**src/rtl/io_key_device_pkg.sv**
```systemverilog
// Shared definitions for the KEY peripheral: KCTRL bit layout and the status-flag bundle.
// Bus protocol: single-cycle loads/stores, no handshake; a load is combinational on addr and commits on the clock edge.
package io_key_device_pkg;

  localparam int KCTRL_READY   = 0;
  localparam int KCTRL_OVERRUN = 2;
  localparam int KCTRL_IE      = 8;

  typedef struct packed {
    logic ie;
    logic overrun;
    logic ready;
  } key_status_t;

endpackage

```
**src/rtl/io_key_device_key_debouncer.sv**
```systemverilog
// Two-flop synchronizer followed by a whole-vector debouncer; 'changed' pulses on the
// same edge that the settled vector is loaded, so consumers can act on it in that cycle.
module key_debouncer #(
  parameter int WIDTH        = 4,
  parameter int COUNTER_SIZE = 20
) (
  input  logic             clk,
  input  logic             reset,
  input  logic [WIDTH-1:0] key,
  output logic [WIDTH-1:0] stable,
  output logic             changed
);

  localparam logic [COUNTER_SIZE-1:0] CNT_MAX = '1;

  logic [WIDTH-1:0]        sync1;
  logic [WIDTH-1:0]        sync_key;
  logic [COUNTER_SIZE-1:0] cnt;

  assign changed = (sync_key != stable) && (cnt == CNT_MAX);

  always_ff @(posedge clk or posedge reset) begin
    if (reset) begin
      sync1    <= '0;
      sync_key <= '0;
      cnt      <= '0;
      stable   <= '0;
    end else begin
      sync1    <= key;
      sync_key <= sync1;
      // Returning to the settled value at any point discards the partial count.
      if (sync_key == stable) begin
        cnt <= '0;
      end else if (cnt != CNT_MAX) begin
        cnt <= cnt + 1'b1;
      end else begin
        stable <= sync_key;
        cnt    <= '0;
      end
    end
  end

endmodule

```
**src/rtl/io_key_device.sv**
```systemverilog
// Memory-mapped KEY peripheral: debounced key data register plus a control/status
// register with ready, overrun and interrupt-enable bits.
module io_key_device
  import io_key_device_pkg::*;
#(
  parameter int              DBITS                  = 32,
  parameter int              KEYBITS                = 4,
  parameter logic [DBITS-1:0] ADDR_KDATA            = 32'hF0000010,
  parameter logic [DBITS-1:0] ADDR_KCTRL            = 32'hF0000110,
  parameter int              DEBOUNCER_COUNTER_SIZE = 20
) (
  input  logic               clk,
  input  logic               reset,
  input  logic [DBITS-1:0]   addr,
  input  logic [DBITS-1:0]   dataIn,
  input  logic               loadStore,
  input  logic               rdEn,
  input  logic [KEYBITS-1:0] KEY,
  output logic [DBITS-1:0]   dataOut,
  output logic               hit,
  output logic               intr
);

  logic [KEYBITS-1:0] kdata;
  logic               changed;
  key_status_t        status;

  logic data_hit;
  logic ctrl_hit;
  logic ctrl_wr;
  logic data_rd;

  key_debouncer #(
    .WIDTH        (KEYBITS),
    .COUNTER_SIZE (DEBOUNCER_COUNTER_SIZE)
  ) u_debouncer (
    .clk     (clk),
    .reset   (reset),
    .key     (KEY),
    .stable  (kdata),
    .changed (changed)
  );

  assign data_hit = (addr == ADDR_KDATA);
  assign ctrl_hit = (addr == ADDR_KCTRL);
  assign hit      = data_hit | ctrl_hit;
  assign ctrl_wr  = loadStore & ctrl_hit;
  // A simultaneous store suppresses the load's side effect.
  assign data_rd  = rdEn & ~loadStore & data_hit;

  always_ff @(posedge clk or posedge reset) begin
    if (reset) begin
      status <= '0;
    end else begin
      if (ctrl_wr) begin
        status.ie      <= dataIn[KCTRL_IE];
        status.overrun <= status.overrun & dataIn[KCTRL_OVERRUN];
      end
      // A settled change always wins over a concurrent clear of ready or overrun.
      if (changed) begin
        if (status.ready) begin
          status.overrun <= 1'b1;
        end else begin
          status.ready <= 1'b1;
        end
      end else if (data_rd) begin
        status.ready <= 1'b0;
      end
    end
  end

  always_comb begin
    dataOut = '0;
    if (data_hit) begin
      dataOut[KEYBITS-1:0] = kdata;
    end else if (ctrl_hit) begin
      dataOut[KCTRL_READY]   = status.ready;
      dataOut[KCTRL_OVERRUN] = status.overrun;
      dataOut[KCTRL_IE]      = status.ie;
    end
  end

  assign intr = status.ready & status.ie;

  logic unused_din;
  assign unused_din = ^{dataIn[DBITS-1:KCTRL_IE+1], dataIn[KCTRL_IE-1:KCTRL_OVERRUN+1],
                        dataIn[KCTRL_OVERRUN-1:0]};

endmodule

```
**config.mk**
```make
export PLATFORM = sky130hd
export DESIGN_NAME = io_key_device
export DESIGN_NICKNAME = d
export VERILOG_FILES = /design/src/rtl/io_key_device_pkg.sv /design/src/rtl/io_key_device_key_debouncer.sv /design/src/rtl/io_key_device.sv
export SDC_FILE = /design/constraint.sdc
export NUM_CORES = 1
export LEC_CHECK = 0
export ABC_AREA = 1
export BUFFER_PORTS_ARGS = -buffer_cell sky130_fd_sc_hd__clkbuf_2
export CAP_MARGIN = 20
export CELL_PAD_IN_SITES_DETAIL_PLACEMENT = 2
export CELL_PAD_IN_SITES_GLOBAL_PLACEMENT = 2
export CORE_UTILIZATION = 24
export CTS_CLUSTER_DIAMETER = 120
export DETAILED_ROUTE_END_ITERATION = 10
export PLACE_DENSITY_LB_ADDON = 0.3
export SETUP_SLACK_MARGIN = 0.05
export SLEW_MARGIN = 20
export SYNTH_ARGS = -nofsm -noshare
export SYNTH_HDL_FRONTEND = slang
export SYNTH_SLANG_ARGS = --single-unit
```
**constraint.sdc**
```tcl
create_clock -name clk -period 2.2 [get_ports clk]
set_clock_uncertainty 0.05 [all_clocks]
set_input_delay 0 -clock clk [delete_from_list [all_inputs] [get_ports clk]]
set_output_delay 0 -clock clk [all_outputs]
set_load 0.05 [all_outputs]
```
**After elaboration in Yosys (flattened, before gate mapping)**

Index checks and enable logic that the tools add are counted.
W data, S select, Z words.

- Add/subtract/negate cells: 1
- Equality and inequality tests: 6
- Multiplexer cells: 15
- Bitwise logic cells: 9
- Reductions and logical operators: 3

Operators by type and width:

| cell | count |
|---|---|
| $eq A32 B32 Y1 const B | 2 |
| $mux W20 | 2 |
| $add A20 B1 Y20 const B | 1 |
| $eq A20 B20 Y1 const B | 1 |
| $ne A20 B20 Y1 const B | 1 |
| $mux W1 | 13 |
| $and A1 B1 Y1 | 5 |
| $eq A4 B4 Y1 | 1 |
| $ne A4 B4 Y1 | 1 |
| $not A1 Y1 | 3 |
| $reduce_and A2 Y1 | 1 |
| $reduce_bool A2 Y1 | 1 |
| $logic_and A1 B1 Y1 | 1 |
| $or A1 B1 Y1 | 1 |

- Bits in registers: 35
- Bits of input ports: 72
- Logic and storage cells: 41

**Logic depth before layout (Yosys ltp)**

Gate-level depths: netlist of the first run.

- Word-level depth: 5
- Gate-level depth with buffers: 9
- Gate-level depth less buffers: 9

**Cells and area by module**

A second synthesis of the first run with hierarchy kept.

- Cell total of the unflattened synthesis: 337
- Area, all modules: 2,311.0 um^2

Modules (own cells, without submodules):

| module | times used | cells an instance | area an instance (um^2) | seq. area each (um^2) |
|---|---|---|---|---|
| key_debouncer | 1 | 201 | 1,594.0 | 800.8 |
| io_key_device | 1 | 136 | 716.9 | 75.1 |

**Least setup slack after synthesis of the first run**

Ideal clock, no wire load.

- Path type: input-to-output
- Start point: input addr[15]
- End point: output dataOut[0]
- Arrival: 1.563 ns
- Data required time: 2.150 ns
- Path slack: 0.587 ns
- Stages: 7
- Path buffers: 0
- Cells stage by stage: nor2_1 nand2_1 inv_1 nand3_1 nor2_1 nand2_1 o21ai_0

- Cells in the longest elaborated chain, start to end: 3
- Elaborated cells between the ends (all ways): 4

RTL lines:

| item | line | RTL |
|---|---|---|
| from (decl) | io_key_device.sv:14 | `input logic [DBITS-1:0] addr,` |
| $eq A32 B32 Y1 | io_key_device.sv:45 | `assign ctrl_hit = (addr == ADDR_KCTRL);` |
| $mux W1 | io_key_device.sv:76 | `end else if (ctrl_hit) begin` |
| $mux W1 (*) | io_key_device.sv:74 | `if (data_hit) begin` |
| to (decl) | io_key_device.sv:19 | `output logic [DBITS-1:0] dataOut,` |

Every way passes the cells marked *; elsewhere a longest branch is shown, timed or not.

**Worst setup path after layout of the first run**

- Start point: register u_debouncer.cnt[0]
- End point: register u_debouncer.cnt[9]

- Cells in the longest elaborated chain, start to end: 3
- Elaborated cells between the ends (all ways): 4

RTL lines:

| item | line | RTL |
|---|---|---|
| from (decl) | io_key_device_key_debouncer.sv:18 | `logic [COUNTER_SIZE-1:0] cnt;` |
| from (signal assigned) | io_key_device_key_debouncer.sv:35 | `cnt <= cnt + 1'b1;` |
| $add A20 B1 Y20 or $ne A20 B20 Y1 (tied branches) | io_key_device_key_debouncer.sv:35, io_key_device_key_debouncer.sv:34 |  |
| $mux W20 (*) | io_key_device_key_debouncer.sv:34 | `end else if (cnt != CNT_MAX) begin` |
| $mux W20 (*) | io_key_device_key_debouncer.sv:32 | `if (sync_key == stable) begin` |

Marked as above.
A chain may end at the register's enable or synchronous reset.

==> results.txt, run 1 <==
* Antenna fix cells: 0
- The detailed router placed 2024 vias in this run.
- Total detailed-routing wirelength: 5690 um
* Net Switching: 528 uW
- Final Hold Vio Count: 0
- Sequential fraction of the synthesis area: 0.387
* Launching element type of the critical path: flop
* Post-Synthesis Cells: 308
- In the routed design, unresolved DRC markers number 0.
* Core outline area: just over 9000 um^2
- Global Route Usage Sum: 0.127
- On the critical path the largest part of the delay comes from simple AND/OR/NAND/NOR gates.
- The worst path in the final design needs a cycle of between 1.5 and 2 ns, including I/O delays and setup.
- In this run, post-CTS repair resized a total of 0 instances.
- The mapped netlist covers roughly 2300 um^2.
- Share of power burned in the clock network: 0.299
- Post-DR wirelength/cell: ~12 um
* Total power: ~1.6 mW
* Num rows: 35
* Count of placed standard cells including taps: 466
* WP data required: 2.32 ns
* Arrival time worst endpoint: 1.85 ns
- Pin count of the biggest net entering global routing: 36
* Dpl hpwl: 4560 um
- Number of H-tree levels: 2
- For this run, the detailed router's first-pass iteration total came to 3.
- In this run, distinct cell masters in the synthesized netlist total 23.
- Setup repair after global routing left no endpoint under its margin.
- Type of the worst setup path: reg2reg
* Capturing element type of the critical path: flop
* TritonCTS clock tree: yes
- Net count of the finished layout: 445
- Crit-path cells: ha_1 -> nand2_1 -> nor2_4 -> nand3_4 -> nor2_8 -> nand2_4 -> nand2_4 -> nor2_1
* Number of antenna violations at the first check in global routing: 0
* # port buffers: 48
- Tightest Hold Check Type: in2reg
* DRT antenna net count: 0
- First-pass GRT wire length: 9900 um
- The layout has 1113 filler cells.
* Net switching share of the total power: 0.331
* Buffer count from post-CTS setup fixing: 0
- Sequential fraction of design power: 0.469
- Number of DRC violations after detailed-routing iteration 0: 19
* Cell-internal power: between 1 and 1.5 mW
* Final setup violation count: 0
- Of the total power, combinational logic draws 0.231.
- Worst ir drop on vdd: 0.000413 V
- Final cycle utilization of the critical path: 0.789
- Of the cells placed in the final design, the portion with a size suffix greater than 1 is 0.210.
- #FFs+latches synth: 35
- Clock-pin transition on the worst setup and hold timing paths: 0.07 ns
- Max_cap viols: 0
- The initial utilization of the core area, before any placement, comes to 0.246.
- For this run, the number of Yosys warnings is 0.
* Number of max-slew violations in the final report: 0
- Layout area overhead: 19.9%
* CTS hold repair buffers: 10
- Number of buffers created by CTS: 5
- The run finished with clean final reports.
- Width of the die: 99.1 um
- In this run the worst path has a maximum fanout of 16.
* Number of placed I/O pins: 106
- Leak: between 1 and 1.5 nW
- Clk Latency, worst-skew pair: 0.29 ns
- The longest clock path from root to sink contains 2 buffers.
* Via density per instance: about 4.2
- Among the stages of the critical path, the cell type that occurs most often is sky130_fd_sc_hd__nand2_4.
- Pwr Density: just under 600 nW/um^2
* Vias in the first global route: 2204
* Chip Height: 99.1 um
- Area enclosed by the die boundary: 9820 um^2
- The slowest stage of the critical path belongs to the cell sky130_fd_sc_hd__dfrtp_1.
- Based on the critical path, the design can be clocked at up to 0.576 GHz.
- Number of buffer and inverter instances along the worst setup path: 0
- Averaged over all synthesized cells, the footprint is 7.34 um^2.
* Final cell count without fillers: between 400 and 500
* Sink Count: 35
* Clock Root Buffer: sky130_fd_sc_hd__clkbuf_8
- CP peak stage delay: 0.39 ns
* GRT Residual Overflow: 0
* Final weighted congestion of routability-driven global placement: around 0.76
- Summed over all failing endpoints, the final setup total negative slack is 0 ns.
[sequential cells by signal (all words and copies together), names as in the netlist]
| register | flops |
|---|---|
| u_debouncer.stable | 4 |
| u_debouncer.cnt | 20 |
| u_debouncer.sync1 | 4 |
| u_debouncer.sync_key | 4 |
| status | 3 |
[cells in the final DEF (no fill, tap or decap)]
master | Yosys | layout
sky130_fd_sc_hd__nor2_1 | 61 | 61
sky130_fd_sc_hd__nor3_1 | 4 | 4
sky130_fd_sc_hd__o21ai_0 | 7 | 7
sky130_fd_sc_hd__nand2_2 | 2 | 2
sky130_fd_sc_hd__nand3_4 | 2 | 2
sky130_fd_sc_hd__xor2_1 | 6 | 6
sky130_fd_sc_hd__nand3_1 | 14 | 14
sky130_fd_sc_hd__nor2_2 | 11 | 11
sky130_fd_sc_hd__nand4_1 | 5 | 5
sky130_fd_sc_hd__a21oi_1 | 4 | 4
sky130_fd_sc_hd__dlygate4sd3_1 | 0 | 10
sky130_fd_sc_hd__nor2_4 | 4 | 4
sky130_fd_sc_hd__clkinv_2 | 0 | 1
sky130_fd_sc_hd__nor2_8 | 1 | 1
sky130_fd_sc_hd__ha_1 | 1 | 1
sky130_fd_sc_hd__o21ai_1 | 1 | 1
sky130_fd_sc_hd__clkbuf_8 | 0 | 6
sky130_fd_sc_hd__nand3b_1 | 1 | 1
sky130_fd_sc_hd__inv_1 | 39 | 39
sky130_fd_sc_hd__nand2_4 | 2 | 2
sky130_fd_sc_hd__clkbuf_2 | 0 | 48
sky130_fd_sc_hd__xnor2_1 | 6 | 6
sky130_fd_sc_hd__conb_1 | 1 | 27
sky130_fd_sc_hd__buf_4 | 27 | 1
sky130_fd_sc_hd__dfrtp_1 | 35 | 35
sky130_fd_sc_hd__nand2_1 | 73 | 73
[worst paths after layout]
check | startpoint | to | slack, ns | cells after the start
max | u_debouncer.cnt[0] | u_debouncer.cnt[9] | 0.46 | 8
min | dataIn[2] | status[1] | 0.004 | 5
max reg2reg | u_debouncer.cnt[0] | u_debouncer.cnt[9] | 0.46 | 8
min reg2reg | u_debouncer.sync1[0] | u_debouncer.sync_key[0] | 0.30 | 0
max in group asynchronous | reset | u_debouncer.cnt[10] | 1.47 | 4
min in group asynchronous | reset | u_debouncer.sync1[3] | 0.30 | 4
[layout make-up]
class	count	area, um^2	area share
Multi-Input combinational cell	232	1110	0.411
Clock buffer	6	82.6	0.0305
Timing Repair Buffer	59	348	0.128
Inverter	39	146	0.0540
Tap cell	111	139	0.0512
Sequential cell	35	876	0.323
Clock inverter	1	5.00	0.00185
[per-layer routing]
metal	vias up	GRT usage	share of wire
met1	968	0.150	0.43
met2	47	0.229	0.52
met5	-	0	0
met3	5	0.0213	0.037
li1	1004	-	-
met4	0	0.0475	0.012
[synthesized netlist by cell type]
| master | n | area, um^2 |
|---|---|---|
| sky130_fd_sc_hd__a21oi_1 | 4 | 20.0 |
| sky130_fd_sc_hd__buf_12 | 1 | 20.0 |
| sky130_fd_sc_hd__buf_4 | 27 | 203 |
| sky130_fd_sc_hd__conb_1 | 1 | 3.75 |
| sky130_fd_sc_hd__dfrtp_1 | 35 | 876 |
| sky130_fd_sc_hd__ha_1 | 1 | 12.5 |
| sky130_fd_sc_hd__inv_1 | 39 | 146 |
| sky130_fd_sc_hd__nand2_1 | 73 | 274 |
| sky130_fd_sc_hd__nand2_2 | 2 | 12.5 |
| sky130_fd_sc_hd__nand2_4 | 2 | 22.5 |
| sky130_fd_sc_hd__nand3_1 | 14 | 70.1 |
| sky130_fd_sc_hd__nand3_4 | 2 | 35.0 |
| sky130_fd_sc_hd__nand3b_1 | 1 | 7.51 |
| sky130_fd_sc_hd__nand4_1 | 5 | 31.3 |
| sky130_fd_sc_hd__nor2_1 | 61 | 229 |
| sky130_fd_sc_hd__nor2_2 | 11 | 68.8 |
| sky130_fd_sc_hd__nor2_4 | 4 | 45.0 |
| sky130_fd_sc_hd__nor2_8 | 1 | 20.0 |
| sky130_fd_sc_hd__nor3_1 | 4 | 20.0 |
| sky130_fd_sc_hd__o21ai_0 | 7 | 35.0 |
| sky130_fd_sc_hd__o21ai_1 | 1 | 5.00 |
| sky130_fd_sc_hd__xnor2_1 | 6 | 52.6 |
| sky130_fd_sc_hd__xor2_1 | 6 | 52.6 |
[kinds of logic (layout without fill, tap and decap cells)]
| family | Yosys count | count (layout) | synth area share |
|---|---|---|---|
| AO/OA/AOI/OAI | 12 | 12 | 0.0265 |
| XOR/XNOR | 12 | 12 | 0.0465 |
| adder cells (fa/ha/maj) | 1 | 1 | 0.00553 |
| buffers and inverters | 67 | 105 | 0.163 |
| flip-flops | 35 | 35 | 0.387 |
| other | 1 | 27 | 0.00166 |
| AND/OR/NAND/NOR | 180 | 180 | 0.369 |
[power by group through the flow]
stage	logic (mW)	clock network, mW	registers, mW
floorplan	0.317	0	0.749
global placement	0.348	0	0.758
detailed placement	0.360	0	0.762
CTS	0.376	0.501	0.749
global route	0.415	0.516	0.756
finish	0.369	0.478	0.749
[through the flow]
step	hold WS, ns	setup WS, ns	instance area (um^2)	util
finish	0.00422	0.464	2710	0.295
global route	0.0575	0.314	2710	0.295
CTS	0.00591	0.410	2710	0.295
detailed placement	0.0600	0.424	2520	0.274
global placement	0.0607	0.453	2520	0.274
floorplan	-0.0186	0.587	2360	-
[tightest hold or removal path, cell delays in order]
cell and delay (ns):
sky130_fd_sc_hd__clkbuf_2 0.08, sky130_fd_sc_hd__nand2_1 0.04, sky130_fd_sc_hd__inv_1 0.04, sky130_fd_sc_hd__nand3_1 0.07, sky130_fd_sc_hd__nand3_1 0.08
(Power assumes the default switching activity.)
==> inputs of run 2 (changes only) <==
--- a/config.mk
+++ b/config.mk
@@ -5,12 +5,12 @@
 export SDC_FILE = /design/constraint.sdc
 export NUM_CORES = 1
 export LEC_CHECK = 0
-export ABC_AREA = 1
+export ABC_AREA = 0
 export BUFFER_PORTS_ARGS = -buffer_cell sky130_fd_sc_hd__clkbuf_2
 export CAP_MARGIN = 20
 export CELL_PAD_IN_SITES_DETAIL_PLACEMENT = 2
 export CELL_PAD_IN_SITES_GLOBAL_PLACEMENT = 2
-export CORE_UTILIZATION = 24
+export CORE_UTILIZATION = 23
 export CTS_CLUSTER_DIAMETER = 120
 export DETAILED_ROUTE_END_ITERATION = 10
 export PLACE_DENSITY_LB_ADDON = 0.3
==> constraint.sdc (replaced) <==
create_clock -name clk -period 1.4 [get_ports clk]
set_clock_uncertainty 0.05 [all_clocks]
set_input_delay 0 -clock clk [delete_from_list [all_inputs] [get_ports clk]]
set_output_delay 0 -clock clk [all_outputs]
set_load 0.05 [all_outputs]
==> results.txt, run 2 <==
- At the worst endpoint, the required time is 1.53 ns.
- Worst reg-to-reg setup slack: -0.36 ns
- The number of clock buffers added by TritonCTS is 5.
- Placement Cell Area: ~2600 um^2
- Internal power comes to 2.20 mW.
- Sink Count: 35
- For this run, the share of the core covered by cells in the final layout is 0.431.
* Final worst path period need: 1.76 ns
* Total detailed-routing wirelength: 7590 um
- At the pin with the least slew margin, the transition time is 0.498 ns.
- Once routing completed, OpenROAD measured the worst setup slack at -0.362 ns.
- Final weighted congestion of routability-driven global placement: 0.709
- Max reg flops: 20
- Clk Latency, worst-skew pair: 0.30 ns
- The first TritonRoute pass finished after 4 iterations.
* Post-DR wirelength/cell: 18.7 um
- The Yosys step of the flow raised 0 warnings.
- The H-tree was split into 2 levels.
- Min-Delay Path Depth: 4
* Launching element type of the critical path: flop
* Vias in the first global route: 2016
- Post-synthesis instance area: 1900 um^2
- The worst setup path is captured at a flop.
- Reg-to-reg startpoint: u_debouncer.cnt[8]
- Count of flip-flops with a built-in enable after synthesis: 0
- The worst-case IR drop observed on VDD is between 0.0007 and 0.0008 V.
- Relative to the synthesized area, the layout overhead comes to 77.8%.
* Net count of the finished layout: 376
- Max_cap viols: 0
* RSZ-0062 raised after global routing: true
* Result of the run: finished, violations left
- The wire-length estimate of the detail-placed layout is about 4300 um.
- Sequential fraction of the synthesis area: 0.461
- TritonCTS clock tree: yes
- Leak: 1.60 nW
* Ratio of cells with drive above 1 in the final layout: 0.605
- Final hold slack: just under 0.03 ns
- Routed vias: 1801
- Final instance area: 3380 um^2
- GRT Residual Overflow: 0
* Type of the worst setup path: reg2reg
- Of all flip-flops after synthesis, the portion carrying an async set or reset was 1.00.
* First-pass GRT wire length: 11000 um
- Along the worst path, the maximum fanout reaches 5.
- For this run, the top clock speed supported by timing is between 0.5 and 0.6 GHz.
- Global Route Usage Sum: 0.171
* Power share of the combinational group: 0.274
- Dominant cell by count in the synthesized netlist: sky130_fd_sc_hd__dfrtp_1
* Arrival time worst endpoint: 1.89 ns
- In the synthesized netlist, the number of instances is roughly 180.
- In this run the tightest slew margin relative to its limit is 0.665.
- Final cycle utilization of the critical path: 1.26
- 0 antenna diodes ended up in the layout.
- Post-synth top flop: sky130_fd_sc_hd__dfrtp_1
* Top register by number of flip-flops: u_debouncer.cnt
* Clock-pin transition on the worst setup and hold timing paths: 0.09 ns
- Averaged over all synthesized cells, the footprint is 10.5 um^2.
- Pwr Density: 947 nW/um^2
* Number of max-slew violations in the final report: 0
- Area enclosed by the die boundary: 8630 um^2
- The detail route stage leaves a number of antenna-violating nets equal to 0.
* Commonest non-fill, non-tap cells in the layout: sky130_fd_sc_hd__buf_4, sky130_fd_sc_hd__clkbuf_2, sky130_fd_sc_hd__dfrtp_1
- The longest clock path from root to sink contains 2 buffers.
- The worst hold path terminates at status[0].
- Number of DRC violations after detailed-routing iteration 0: 45
* Total negative slack: -7.43 ns
* Net switching share of the total power: 0.312
- Width of the die: around 93 um
* Most frequent standard cell in the layout excluding fill and tap cells: sky130_fd_sc_hd__buf_4
- CTS placed an instance of sky130_fd_sc_hd__clkbuf_8 at the clock tree root.
- Final Hold Vio Count: 0
* Worst-case setup slack after placement: -0.346 ns
* Share of Yosys cell area claimed by the top area cell type: 0.461
- Number of placed I/O pins: roughly 110
- The analysis attributes to net switching a power of about 1000 uW.
- In this run the vertical extent of the chip is 92.9 um.
- Entering global routing, the biggest net connects 36 pins.
- Summed over all instances, the cell type with the most area after synthesis is sky130_fd_sc_hd__dfrtp_1.
* Number of antenna violations at the first check in global routing: 0
- Violations in the final reports: setup timing
- During placement, the flow inserted port buffers numbering 48.
- #FFs+latches synth: 35
- Starting density of the core: 0.242
- Depth of the worst register-to-register path: 5
- Tightest Hold Check Type: in2reg
- Hold wc startpoint: rdEn
* Cell types with the highest counts after synthesis: sky130_fd_sc_hd__dfrtp_1, sky130_fd_sc_hd__buf_4, sky130_fd_sc_hd__nor2_1
- Top cells by area, synth: sky130_fd_sc_hd__dfrtp_1, sky130_fd_sc_hd__buf_4, sky130_fd_sc_hd__xor2_1
- The worst register-to-register path ends at u_debouncer.stable[3].
- In this run the core area contains 32 standard-cell rows.
- Setup violations remaining at the end of the flow were counted as 26.
- Fill cells in the final layout number 840.
* Share of power burned in the clock network: 0.353
* Core outline area: 7850 um^2
- For this run, design rule violations remaining after detail routing come to 0.
- Sequential fraction of design power: 0.374
- Yosys cell types: 37
* Via density per instance: 4.44
## run 2: cell types whose count changed in the layout (fill, tap and decap cells not counted), moves of 7 or more
cell,change
sky130_fd_sc_hd__clkbuf_2,-7
sky130_fd_sc_hd__nor2_2,-8
sky130_fd_sc_hd__o21ai_0,-7
sky130_fd_sc_hd__buf_12,+8
sky130_fd_sc_hd__buf_4,+51
sky130_fd_sc_hd__nor2_4,+7
sky130_fd_sc_hd__buf_6,+11
sky130_fd_sc_hd__nand2_1,-69
sky130_fd_sc_hd__nor2_1,-58
sky130_fd_sc_hd__nand3_1,-12
sky130_fd_sc_hd__inv_1,-32
## run 2: critical path, cell delays in order (launching register included)
cell and delay [ns]:
sky130_fd_sc_hd__dfrtp_1 0.42, sky130_fd_sc_hd__nand4_1 0.22, sky130_fd_sc_hd__nor4_4 0.26, sky130_fd_sc_hd__buf_4 0.19, sky130_fd_sc_hd__nand4b_4 0.17, sky130_fd_sc_hd__mux2_4 0.34
## run 2: per-stage QoR
step | power, mW | instances
3_5_place_dp | 1.88 | 370
5_1_grt | 3.36 | 406
2_1_floorplan | 1.67 | 207
3_3_place_gp | 1.84 | 370
4_1_cts | 3.11 | 398
6_report | 3.20 | 406
## run 2: layout make-up
class,count,area [um^2],area share
Sequential cell,35,876,0.259
Clock inverter,3,67.6,0.0200
Clock buffer,5,68.8,0.0204
Tap cell,102,128,0.0378
Multi-Input combinational cell,136,1270,0.377
Inverter,7,26.3,0.00777
Timing Repair Buffer,118,940,0.278
## run 2: what timing repair did
item,in CTS,in global routing
gates cloned,1,0
resized for setup,46,40
setup endpoints to repair,31,33
hold endpoints to repair,40,0
hold buffers,6,0
pin swaps,9,22
setup buffers,14,12
## run 2: worst max-delay path by stage
| stage | start | to | slack [ns] |
|---|---|---|---|
| after floorplan | u_debouncer.sync_key[2] | u_debouncer.stable[0] | -0.31 |
| after global placement | u_debouncer.cnt[14] | u_debouncer.stable[0] | -0.24 |
| after detailed placement | u_debouncer.cnt[8] | u_debouncer.stable[2] | -0.35 |
| after CTS | u_debouncer.stable[1] | u_debouncer.cnt[19] | -0.29 |
| after global routing | u_debouncer.cnt[8] | u_debouncer.stable[2] | -0.46 |
| final | u_debouncer.cnt[8] | u_debouncer.stable[3] | -0.36 |
## run 2: metal layers
metal | GRT usage | part of all wire | vias to the layer above
li1 | - | - | 829
met1 | 0.201 | 0.40 | 913
met2 | 0.313 | 0.55 | 49
met3 | 0.0328 | 0.029 | 10
met4 | 0.0487 | 0.018 | 0
met5 | 0 | 0 | -
## run 2: power by group through the flow
stage	Sequential [mW]	Combinational, mW	Clock (mW)
after global routing	1.21	0.950	1.20
after detailed placement	1.21	0.665	0
after floorplan	1.20	0.463	0
final	1.20	0.876	1.13
after CTS	1.20	0.779	1.14
after global placement	1.21	0.638	0
## run 2: cell families after synthesis
family,share of synthesized area
AOI/OAI and AO/OA,0.0625
xor gates and xnor gates,0.0737
adders and majority gates,0.00658
buffers and inverters,0.129
DFF,0.461
muxes,0.0296
other,0.00197
and+or+nand+nor,0.236
==> inputs of run 3 (changes only) <==
--- a/config.mk
+++ b/config.mk
@@ -10,7 +10,7 @@
 export CAP_MARGIN = 20
 export CELL_PAD_IN_SITES_DETAIL_PLACEMENT = 2
 export CELL_PAD_IN_SITES_GLOBAL_PLACEMENT = 2
-export CORE_UTILIZATION = 23
+export CORE_UTILIZATION = 25
 export CTS_CLUSTER_DIAMETER = 120
 export DETAILED_ROUTE_END_ITERATION = 10
 export PLACE_DENSITY_LB_ADDON = 0.3
==> constraint.sdc (replaced) <==
create_clock -name clk -period 1.7 [get_ports clk]
set_clock_uncertainty 0.05 [all_clocks]
set_input_delay 0 -clock clk [delete_from_list [all_inputs] [get_ports clk]]
set_output_delay 0 -clock clk [all_outputs]
set_load 0.05 [all_outputs]
==> results.txt, run 3 (synthesized netlist as in run 2, its figures left out) <==
- Total negative slack: -0.446 ns
* Starting density of the core: 0.261
- For met1 alone, demand over resource in global routing was 0.198.
- The die is roughly 89 um wide.
- Commonest non-fill, non-tap cells in the layout: sky130_fd_sc_hd__clkbuf_2, sky130_fd_sc_hd__buf_4, sky130_fd_sc_hd__dfrtp_1
- TritonCTS built the clock tree.
- Clock Root Buffer: sky130_fd_sc_hd__clkbuf_8
- The count of pins over their slew limit is 0.
* Ratio of cells with drive above 1 in the final layout: 0.473
- Via density per instance: 4.45
* Number of antenna violations at the first check in global routing: 0
- The setup path with the least slack is of type reg2reg.
- Crit-path cells: ha_4 -> nand4_4 -> nor4_4 -> buf_4 -> a31o_4 -> clkbuf_16 -> nor2_1
- In this run the standard cell core region covers 7290 um^2.
* Clock-pin transition on the worst setup and hold timing paths: 0.07 ns
- Number of placed I/O pins: 106
- Highest fanout seen on the critical path: 6
- RSZ-0062 raised after global routing: true
* Number of buffer and inverter instances along the worst setup path: 2
- The first global-routing pass estimated 9440 um of wire.
* Area enclosed by the die boundary: 7950 um^2
- After detailed routing, the number of remaining DRC violations is 0.
- Capturing element type of the critical path: flop
- The kind of cell with the highest combined delay along the critical path is flip-flops.
* Buffers from clock root to sink, at most: 2
- Global Route Usage Sum: 0.161
- Entering global routing, the biggest net connects 36 pins.
- The global routing stage identified its most utilized layer as met2.
* # port buffers: 48
- Number of DRC violations after detailed-routing iteration 0: 35
- Setup violations remaining at the end of the flow were counted as 20.
- Slowest stage cell, crit path: sky130_fd_sc_hd__dfrtp_1
* CP peak stage delay: about 0.42 ns
* Met2 layer usage reported by global route: 0.278
- In this run the tightest slew margin relative to its limit is 0.661.
- The register with the most flip-flops in the layout has 20 of them.
- The die is roughly 90 um tall.
- Routed vias: approximately 1700
- Final setup margin: -0.0397 ns
- Final cycle utilization of the critical path: 1.02
- From synthesis to final layout, the design area changed by 47.4%.
- The worst setup path is launched from a flop.
* DRT antenna net count: 0
- Final Hold Vio Count: 0
- At the end of the flow, the number of nets in the layout was 353.
- Vias in the first global route: 1805
- Top register by number of flip-flops: u_debouncer.cnt
- At the pin with the least slew margin, the transition time is 0.505 ns.
* Arrival time worst endpoint: 1.87 ns
* Num rows: 31
- Total detailed-routing wirelength: approximately 6100 um
* Clk Latency, worst-skew pair: 0.28 ns
- Worst ir drop on vdd: 0.000579 V
- Maximum clock rate: 0.575 GHz
- The pre-antenna-repair detailed-routing pass consisted of 4 iterations.
* Final hold slack: 0.0210 ns
- The number of antenna diodes in the final layout is 0.
- Violations in the final reports: setup timing
- The clock drives 35 sinks.
* Dpl hpwl: ~4200 um
* Result of the run: finished, violations left
- Post-DR wirelength/cell: 15.9 um
- The analysis attributes to cell leakage a power of 1.37 nW.
* WP data required: 1.83 ns
- Number of buffers created by CTS: 5
- The clock tree synthesis step divided the H-tree into 2 levels.
* Pwr Density: 804 nW/um^2
* Most frequent standard cell in the layout excluding fill and tap cells: sky130_fd_sc_hd__clkbuf_2
* Met3 Track Usage GR: 0.0342
* Tightest Hold Check Type: in2reg
- GRT Residual Overflow: 0
- The tool flagged a number of max-cap violations equal to 0.
- Routability-driven placement finished with a final weighted congestion of 0.689.
* Final worst path period need: roughly 1.7 ns
## run 3: cell types whose count changed in the layout (fill, tap and decap cells not counted), sizes merged
cell      before  now
clkbuf        46   57
clkinvlp       1    0
bufinv         2    0
buf           71   40
## run 3: final timing paths
path	startpoint	end	slack, ns	cells after the start
setup / recovery	u_debouncer.cnt[0]	u_debouncer.cnt[10]	-0.04	7
hold / removal	dataIn[2]	status[1]	0.02	4
setup reg to reg	u_debouncer.cnt[0]	u_debouncer.cnt[10]	-0.04	7
hold reg to reg	u_debouncer.sync1[1]	u_debouncer.sync_key[1]	0.30	0
max in group asynchronous	reset	u_debouncer.cnt[2]	0.95	4
min in group asynchronous	reset	u_debouncer.cnt[0]	0.30	4
## run 3: worst reg2reg max path: cells and delay by family (launching register included)
kind / cells / cell delay, ns
flops: 1 / 0.42
compound gates: 1 / 0.19
buf+inv: 2 / 0.35
fa+ha+maj: 1 / 0.18
simple gates: 3 / 0.43
## run 3: repair_timing
action,4_1_cts,5_1_grt
resized for setup,8,27
setup endpoints to repair,20,30
cloned,0,1
hold buffers,6,0
pin swaps,5,9
setup buffers,6,5
hold endpoints to repair,40,0
## run 3: routing by layer
layer	wire (um)	vias to the layer above
li1	-	789
met1	2500	845
met2	3220	44
met3	212	12
met4	127	0
met5	0	-
## run 3: through the flow
stage | utilization | std cells | power, mW | worst slack (ns) | cell area, um^2
after floorplan | - | 207 | 1.36 | -0.0149 | 2030
after global placement | 0.330 | 355 | 1.44 | 0.0127 | 2410
after detailed placement | 0.330 | 355 | 1.47 | -0.0963 | 2410
after CTS | 0.362 | 375 | 2.22 | -0.00638 | 2640
after global routing | 0.384 | 380 | 2.39 | -0.122 | 2800
final | 0.384 | 380 | 2.25 | -0.0397 | 2800
## run 3: report_power, final
| group | internal [mW] | leakage (nW) | switching (mW) |
|---|---|---|---|
| logic | 0.246 | 0.868 | 0.337 |
| registers | 0.910 | 0.448 | 0.0882 |
| clock network | 0.370 | 0.0515 | 0.302 |
| total | 1.53 | 1.37 | 0.727 |
## run 3: area by class of cell
type                    count  area, um^2
inverters                   7        26.3
well taps                  99         124
clock buffers               8         100
fillers                   838        4490
multi-input cells         136        1020
flip-flops and latches     35         878
repair buffers             95         649
